### src/rtl/uart_rx_frame.sv
// UART receive framer: 2-flop sync, 3-tap mid-bit majority, parity/stop checks.
// Good bytes land in a valid/ready output register; errors are 1-cycle pulses.
module uart_rx_frame #(
  parameter int CLK_HZ     = 50_000_000,
  parameter int BAUD       = 115200,
  parameter int DATA_BITS  = 8,
  parameter int PARITY_EN  = 1,
  parameter int PARITY_ODD = 0
) (
  input  logic                 clk,
  input  logic                 rst_n,
  input  logic                 rx,
  output logic [DATA_BITS-1:0] rx_data,
  output logic                 rx_vld,
  input  logic                 rx_rdy,
  output logic                 par_err,
  output logic                 frm_err,
  output logic                 ovr_err,
  output logic                 busy
);

  localparam int CPB  = CLK_HZ / BAUD;
  localparam int HALF = CPB / 2;
  localparam int CW   = $clog2(CPB);
  localparam int IW   = $clog2(DATA_BITS + 1);

  localparam logic [CW-1:0] T_LO   = CW'(HALF - 1);
  localparam logic [CW-1:0] T_MID  = CW'(HALF);
  localparam logic [CW-1:0] T_HI   = CW'(HALF + 1);
  localparam logic [CW-1:0] T_END  = CW'(CPB - 1);
  localparam logic [CW-1:0] T_QUAL = CW'(3);
  localparam logic [IW-1:0] I_LAST = IW'(DATA_BITS - 1);
  localparam logic          P_ODD  = 1'(PARITY_ODD);

  typedef enum logic [2:0] {
    S_WAIT,
    S_IDLE,
    S_START,
    S_DATA,
    S_PAR,
    S_STOP
  } state_e;

  state_e               state_q, state_d;
  logic [1:0]           sync_q;
  logic [CW-1:0]        cnt_q, cnt_d;
  logic [IW-1:0]        idx_q, idx_d;
  logic [DATA_BITS-1:0] shift_q, shift_d;
  logic                 t0_q, t0_d;
  logic                 t1_q, t1_d;
  logic                 par_bad_q, par_bad_d;
  logic                 dlv_q;
  logic [DATA_BITS-1:0] rx_data_q;
  logic                 rx_vld_q;
  logic                 par_err_q, frm_err_q, ovr_err_q;
  logic                 frm_set, par_set, dlv_set;

  logic rxs, maj, at_hi, at_end;

  assign rxs    = sync_q[1];
  assign maj    = (t0_q & t1_q) | (t0_q & rxs) | (t1_q & rxs);
  assign at_hi  = (cnt_q == T_HI);
  assign at_end = (cnt_q == T_END);

  always_ff @(posedge clk or negedge rst_n) begin
    if (!rst_n) begin
      sync_q <= 2'b11;
    end else begin
      sync_q <= {sync_q[0], rx};
    end
  end

  always_ff @(posedge clk or negedge rst_n) begin
    if (!rst_n) begin
      state_q <= S_WAIT;
    end else begin
      state_q <= state_d;
    end
  end

  always_comb begin
    state_d = state_q;
    unique case (state_q)
      S_WAIT:  if (rxs && cnt_q == T_QUAL) state_d = S_IDLE;
      S_IDLE:  if (!rxs) state_d = S_START;
      S_START: begin
        if (at_hi && maj)  state_d = S_IDLE;
        else if (at_end)   state_d = S_DATA;
      end
      S_DATA: begin
        if (at_end && idx_q == I_LAST)
          state_d = (PARITY_EN != 0) ? S_PAR : S_STOP;
      end
      S_PAR:   if (at_end) state_d = S_STOP;
      S_STOP:  if (at_hi) state_d = maj ? S_IDLE : S_WAIT;
      default: state_d = S_WAIT;
    endcase
  end

  always_comb begin
    cnt_d     = at_end ? '0 : cnt_q + 1'b1;
    idx_d     = idx_q;
    shift_d   = shift_q;
    t0_d      = (cnt_q == T_LO)  ? rxs : t0_q;
    t1_d      = (cnt_q == T_MID) ? rxs : t1_q;
    par_bad_d = par_bad_q;
    frm_set   = 1'b0;
    par_set   = 1'b0;
    dlv_set   = 1'b0;
    busy      = (state_q != S_IDLE);
    unique case (state_q)
      // the line must read high for several real samples before idling,
      // so reset-valued sync flops cannot fake an idle line
      S_WAIT: if (!rxs) cnt_d = '0;
      S_IDLE: begin
        cnt_d     = '0;
        idx_d     = '0;
        par_bad_d = 1'b0;
      end
      S_START: ;
      S_DATA: begin
        if (at_hi)  shift_d = {maj, shift_q[DATA_BITS-1:1]};
        if (at_end) idx_d   = idx_q + 1'b1;
      end
      S_PAR: if (at_hi) par_bad_d = ((maj ^ (^shift_q)) != P_ODD);
      S_STOP: begin
        if (at_hi) begin
          if (!maj)           frm_set = 1'b1;
          else if (par_bad_q) par_set = 1'b1;
          else                dlv_set = 1'b1;
        end
      end
      default: ;
    endcase
  end

  always_ff @(posedge clk or negedge rst_n) begin
    if (!rst_n) begin
      cnt_q     <= '0;
      idx_q     <= '0;
      shift_q   <= '0;
      t0_q      <= 1'b1;
      t1_q      <= 1'b1;
      par_bad_q <= 1'b0;
    end else begin
      cnt_q     <= cnt_d;
      idx_q     <= idx_d;
      shift_q   <= shift_d;
      t0_q      <= t0_d;
      t1_q      <= t1_d;
      par_bad_q <= par_bad_d;
    end
  end

  always_ff @(posedge clk or negedge rst_n) begin
    if (!rst_n) begin
      dlv_q     <= 1'b0;
      rx_data_q <= '0;
      rx_vld_q  <= 1'b0;
      par_err_q <= 1'b0;
      frm_err_q <= 1'b0;
      ovr_err_q <= 1'b0;
    end else begin
      dlv_q     <= dlv_set;
      par_err_q <= par_set;
      frm_err_q <= frm_set;
      ovr_err_q <= dlv_q & rx_vld_q & ~rx_rdy;
      // a fresh byte wins over a same-cycle consume
      if (dlv_q && (!rx_vld_q || rx_rdy)) begin
        rx_data_q <= shift_q;
        rx_vld_q  <= 1'b1;
      end else if (rx_vld_q && rx_rdy) begin
        rx_vld_q  <= 1'b0;
      end
    end
  end

  assign rx_data = rx_data_q;
  assign rx_vld  = rx_vld_q;
  assign par_err = par_err_q;
  assign frm_err = frm_err_q;
  assign ovr_err = ovr_err_q;

endmodule

### config.mk
export PLATFORM = sky130hd
export DESIGN_NAME = uart_rx_frame
export DESIGN_NICKNAME = d
export VERILOG_FILES = /design/src/rtl/uart_rx_frame.sv
export SDC_FILE = /design/constraint.sdc
export NUM_CORES = 1
export LEC_CHECK = 0
export ABC_AREA = 1
export CORE_UTILIZATION = 30
export CTS_CLUSTER_DIAMETER = 150
export DETAILED_ROUTE_END_ITERATION = 16
export PLACE_DENSITY_LB_ADDON = 0.05
export RECOVER_POWER = 100
export SYNTH_ARGS = -nofsm -noshare
export SYNTH_HDL_FRONTEND = slang
export SYNTH_SLANG_ARGS = --single-unit
### constraint.sdc
create_clock -name clk -period 4.3 [get_ports clk]
set_input_delay 0.645 -clock clk [delete_from_list [all_inputs] [get_ports clk]]
set_output_delay 0.645 -clock clk [all_outputs]
set_load 0.03 [all_outputs]
**Word level (Yosys, flattened, before mapping)**

Cells that the tools add are included.
W data, S select, Z words.

- Eq/ne operators: 20
- Mux-type cells: 29
- Reduce and logical (&&, ||, !) cells: 16
- Bitwise operators: 9
- Add/subtract/negate cells: 2

Operators by type and width:

| kind | count |
|---|---|
| $eq A9 B8 Y1 const B | 3 |
| $mux W3 | 7 |
| $mux W9 | 2 |
| $pmux W3 S6 | 1 |
| $pmux W9 S2 | 1 |
| $mux W1 | 15 |
| $ne A2 B2 Y1 const B | 7 |
| $add A9 B1 Y9 const B | 1 |
| $eq A9 B2 Y1 const B | 1 |
| $eq A9 B9 Y1 const B | 1 |
| $pmux W4 S2 | 1 |
| $reduce_xor A8 Y1 | 1 |
| $eq A3 B2 Y1 const B | 2 |
| $eq A3 B3 Y1 const B | 2 |
| $reduce_and A2 Y1 | 3 |
| $reduce_and A6 Y1 | 1 |
| $reduce_bool A2 Y1 | 3 |
| $and A1 B1 Y1 | 5 |
| $logic_and A1 B1 Y1 | 5 |
| $add A4 B1 Y4 const B | 1 |
| $eq A4 B3 Y1 const B | 1 |
| $mux W4 | 1 |
| $eq A3 B1 Y1 const B | 1 |
| $logic_not A3 Y1 | 1 |
| other kinds (8) | 9 |

- Bits in registers: 42
- Output and inout port bits: 13
- Logic and storage cells: 90
- Input port bits: 4

**Depth between registers and ports, before layout**

- Depth after elaboration: 6
- Gate-level depth with buffers: 11
- Gate-level depth less buffers: 11

**Least setup slack after synthesis**

No wires, ideal clock.

- Path type: reg2out
- From: register state_q[2]
- To: output port busy
- Stages on the path, launching flop included: 3
- Arrival: 0.952 ns
- Required time: 3.655 ns
- Slack: 2.703 ns
- Buffers on the path: 0
- Path through: dfrtp_1 > nor2_1 > nand2_1

- Longest elaborated chain between the ends: 1

RTL lines:

| element | line | source |
|---|---|---|
| from (decl) | 44 | `state_e state_q, state_d;` |
| from (signal assigned) | 77 | `state_q <= state_d;` |
| $ne A3 B1 Y1 | 110 | `busy = (state_q != S_IDLE);` |
| to (decl) | 19 | `output logic busy` |

Every way passes these cells.

**Worst setup path after layout**

Ends and elaborated chain as after synthesis.

==> results.sh <==
export IMPL_clock_root_buffer="clkbuf_8"
export IMPL_endpoint_kind="output port"
export IMPL_powerDensity_mw_per_mm2=397.6
export IMPL_cts_hold_repair_buffers=0
export IMPL_fin_crit_sh=0.6225
export IMPL_syn_avg_cell_area_um2=7.882
export IMPL_pre_cts_ws_ns=2.076
export IMPL_numCtsBuffers=5
export IMPL_slowest_delay_ns=0.76
export IMPL_synth_seq_area_share=0.4890
export IMPL_die_x_um=86.85
export IMPL_core_area_mm2=0.006869
export IMPL_hold_path_class="reg -> reg"
export IMPL_layout_drive_gt1_share=0.07432
export IMPL_cts_resized=0
export IMPL_io_buffers=16
export IMPL_grt_pass1_wl_mm=7.410
export IMPL_clk_pin_slew_ns=0.08
export IMPL_yosysWarningCount=0
export IMPL_globalplace_congestion=0.7491
export IMPL_cts_max_path_buffers=2
export IMPL_critical_path_slowest_cell="dlygate4sd3_1"
export IMPL_ys_ff_latch=42
export IMPL_clkLatencyLatePin_ns=0.29
export IMPL_fin_ws_ns=1.623
export IMPL_grt_setup_unrepaired="no"
export IMPL_fin_setup_tns_ns=0
export IMPL_post_cts_buffers=0
export IMPL_area_growth_pct=14.37
export IMPL_tritoncts="yes"
export IMPL_syn_inst=274
export IMPL_finalCriticalPeriod_ns=2.677
export IMPL_clockPowerShare=0.270
export IMPL_grt_remaining_overflow=0
export IMPL_critPathKind="reg -> out"
export IMPL_worst_pin_slew_ns=2.286
export IMPL_worstPathMaxFanout=7
export IMPL_worstPathArrival_ns=2.03
export IMPL_fp_dieArea_mm2=0.007542
export IMPL_finalMaxSlewViolations=43
export IMPL_hold_viol_final=0
export IMPL_max_freq_mhz=373.6
export IMPL_first_iter_violations=83
export IMPL_grt_use_total=0.1292
export IMPL_async_flop_share=1.000
export IMPL_finalSetupViolations=0
export IMPL_netSwitchingFraction=0.3584
export IMPL_htreeDepth=2
export IMPL_seq_area_mm2=0.001056
export IMPL_fin_area_mm2=0.002470
export IMPL_p_leak_nw=1.211
export IMPL_synth_ff_type="dfrtp_1"
export IMPL_hpwl_mm=3.214
export IMPL_peakVddDrop_mv=0.2666
export IMPL_grt_pass1_vias=1580
export IMPL_drt_antenna_violating_nets=0
export IMPL_intPower_uw=630.1
export IMPL_grt_max_degree=43
export IMPL_routed_wl_mm=4.433
export IMPL_antenna_found_initial=0
export IMPL_cap_violations=1
export IMPL_slew_headroom=-0.5238
export IMPL_wire_per_inst_um=11.31
export IMPL_drtPass1Iterations=4
export IMPL_fin_nets=304
export IMPL_cts_sinks=42
export IMPL_die_h_um=86.85
export IMPL_final_cell_mix="nand2_1 (94), dfrtp_1 (38), inv_1 (28), nor2_1 (24)"
export IMPL_finClkSkew_ns=0.008629
export IMPL_postLayoutCoreUtil=0.3596
export IMPL_crit_path_cell_trace="nor2_1, nand2_1, dlygate4sd3_1"
export IMPL_final_common_cell="nand2_1"
export IMPL_ys_types=27
export IMPL_drc=0
export IMPL_ff2ff_setup_slack_ns=2.46
export IMPL_status="finished, violations left"
export IMPL_syn_num_nets=283
export IMPL_crit_required_ns=3.65
export IMPL_violations="max-capacitance violations, max-slew violations"
export IMPL_synth_edff_count=0
export IMPL_fillerInstances=742
export IMPL_vias=1755
export IMPL_row_count=30
export IMPL_seqPwrFrac=0.475
export IMPL_synthesis_area_mm2=0.002160
export IMPL_placed_area_mm2=0.002420
export IMPL_multiInputGateArea_um2=913.4
export IMPL_antennaDiodeCount=0
export IMPL_via_per_inst=4.477
export IMPL_ios=17
export IMPL_pwr_share_comb=0.255
export IMPL_p_switching_uw=351.9
export IMPL_crit_path_start_kind="register"
export IMPL_initial_core_util=0.3144
-- logic make-up after synthesis --
family                   count (synthesis)  share of synthesized area
AND/OR/NAND/NOR                        154                     0.3065
flip-flops                              42                     0.4890
buffers and inverters                   38                    0.06952
AO/OA/AOI/OAI                           31                    0.08807
adder cells (fa/ha/maj)                  5                    0.02897
XOR/XNOR                                 2                   0.008113
multiplexers                             2                   0.009849
-- registers in the layout, indices dropped and copies added, names as in the netlist --
name,count
sync_q,2
shift_q,8
rx_data,8
cnt_q,9
par_bad_q,1
par_err,1
t1_q,1
t0_q,1
state_q,3
idx_q,4
ovr_err,1
rx_vld,1
frm_err,1
dlv_q,1
-- power by group through the flow --
stage,Combinational [mW],Clock (mW),Sequential (mW)
after CTS,0.263,0.281,0.466
final,0.251,0.265,0.467
after global placement,0.265,0,0.473
after global routing,0.284,0.295,0.472
after detailed placement,0.262,0,0.473
after floorplan,0.195,0,0.464
-- per-stage QoR --
| stage | hold WS (ns) | total power, mW | cells |
|---|---|---|---|
| after floorplan | 0.3452 | 0.6587 | 274 |
| after global placement | 0.3499 | 0.7377 | 384 |
| after detailed placement | 0.3526 | 0.7353 | 384 |
| after CTS | 0.3609 | 1.011 | 392 |
| after global routing | 0.3682 | 1.051 | 392 |
| final | 0.3572 | 0.9821 | 392 |
-- final timing paths --
check	cells after the start	start	end
max	3	state_q[2]$_DFFE_PN0P_	busy
min	0	sync_q[0]$_DFF_PN1_	sync_q[1]$_DFF_PN1_
max reg2reg	9	cnt_q[0]$_DFF_PN0_	shift_q[7]$_DFFE_PN0P_
min reg2reg	0	sync_q[0]$_DFF_PN1_	sync_q[1]$_DFF_PN1_
max in group asynchronous	1	rst_n	shift_q[7]$_DFFE_PN0P_
min in group asynchronous	1	rst_n	ovr_err$_DFF_PN0_
-- metal layers --
metal	track usage	routed length [um]	vias up
li1	-	-	913
met1	0.1730	2321	808
met2	0.2004	1904	26
met3	0.03143	133	8
met4	0.05000	74	0
met5	0	0	-
-- final cells by class --
class | instances | area share
sequential | 42 | 0.4276
clock inverter | 1 | 0.002026
clock buffer | 7 | 0.03495
tap | 96 | 0.04863
inverter | 36 | 0.05471
multi-input combinational | 194 | 0.3698
timing repair buffer | 16 | 0.06231
-- cell usage after synthesis, drive strengths merged (2+ instances only) --
cell    count  share of area
nor3        8          0.024
nor2       24          0.044
ha          5          0.029
nand3b      2         0.0070
o21ai      23          0.067
inv        35          0.061
a21oi       6          0.014
xor2        2         0.0081
nand2      96           0.17
nand4       5          0.017
nand3      19          0.044
dfstp       4          0.049
dfrtp      38           0.44
-- critical path: cells and delay by family (launching register included) --
family                 cells  cell delay [ns]
DFF                        1             0.48
buffers and inverters      1             0.76
and+or+nand+nor            2             0.49
No activity file was read; power rests on OpenSTA's default activity.
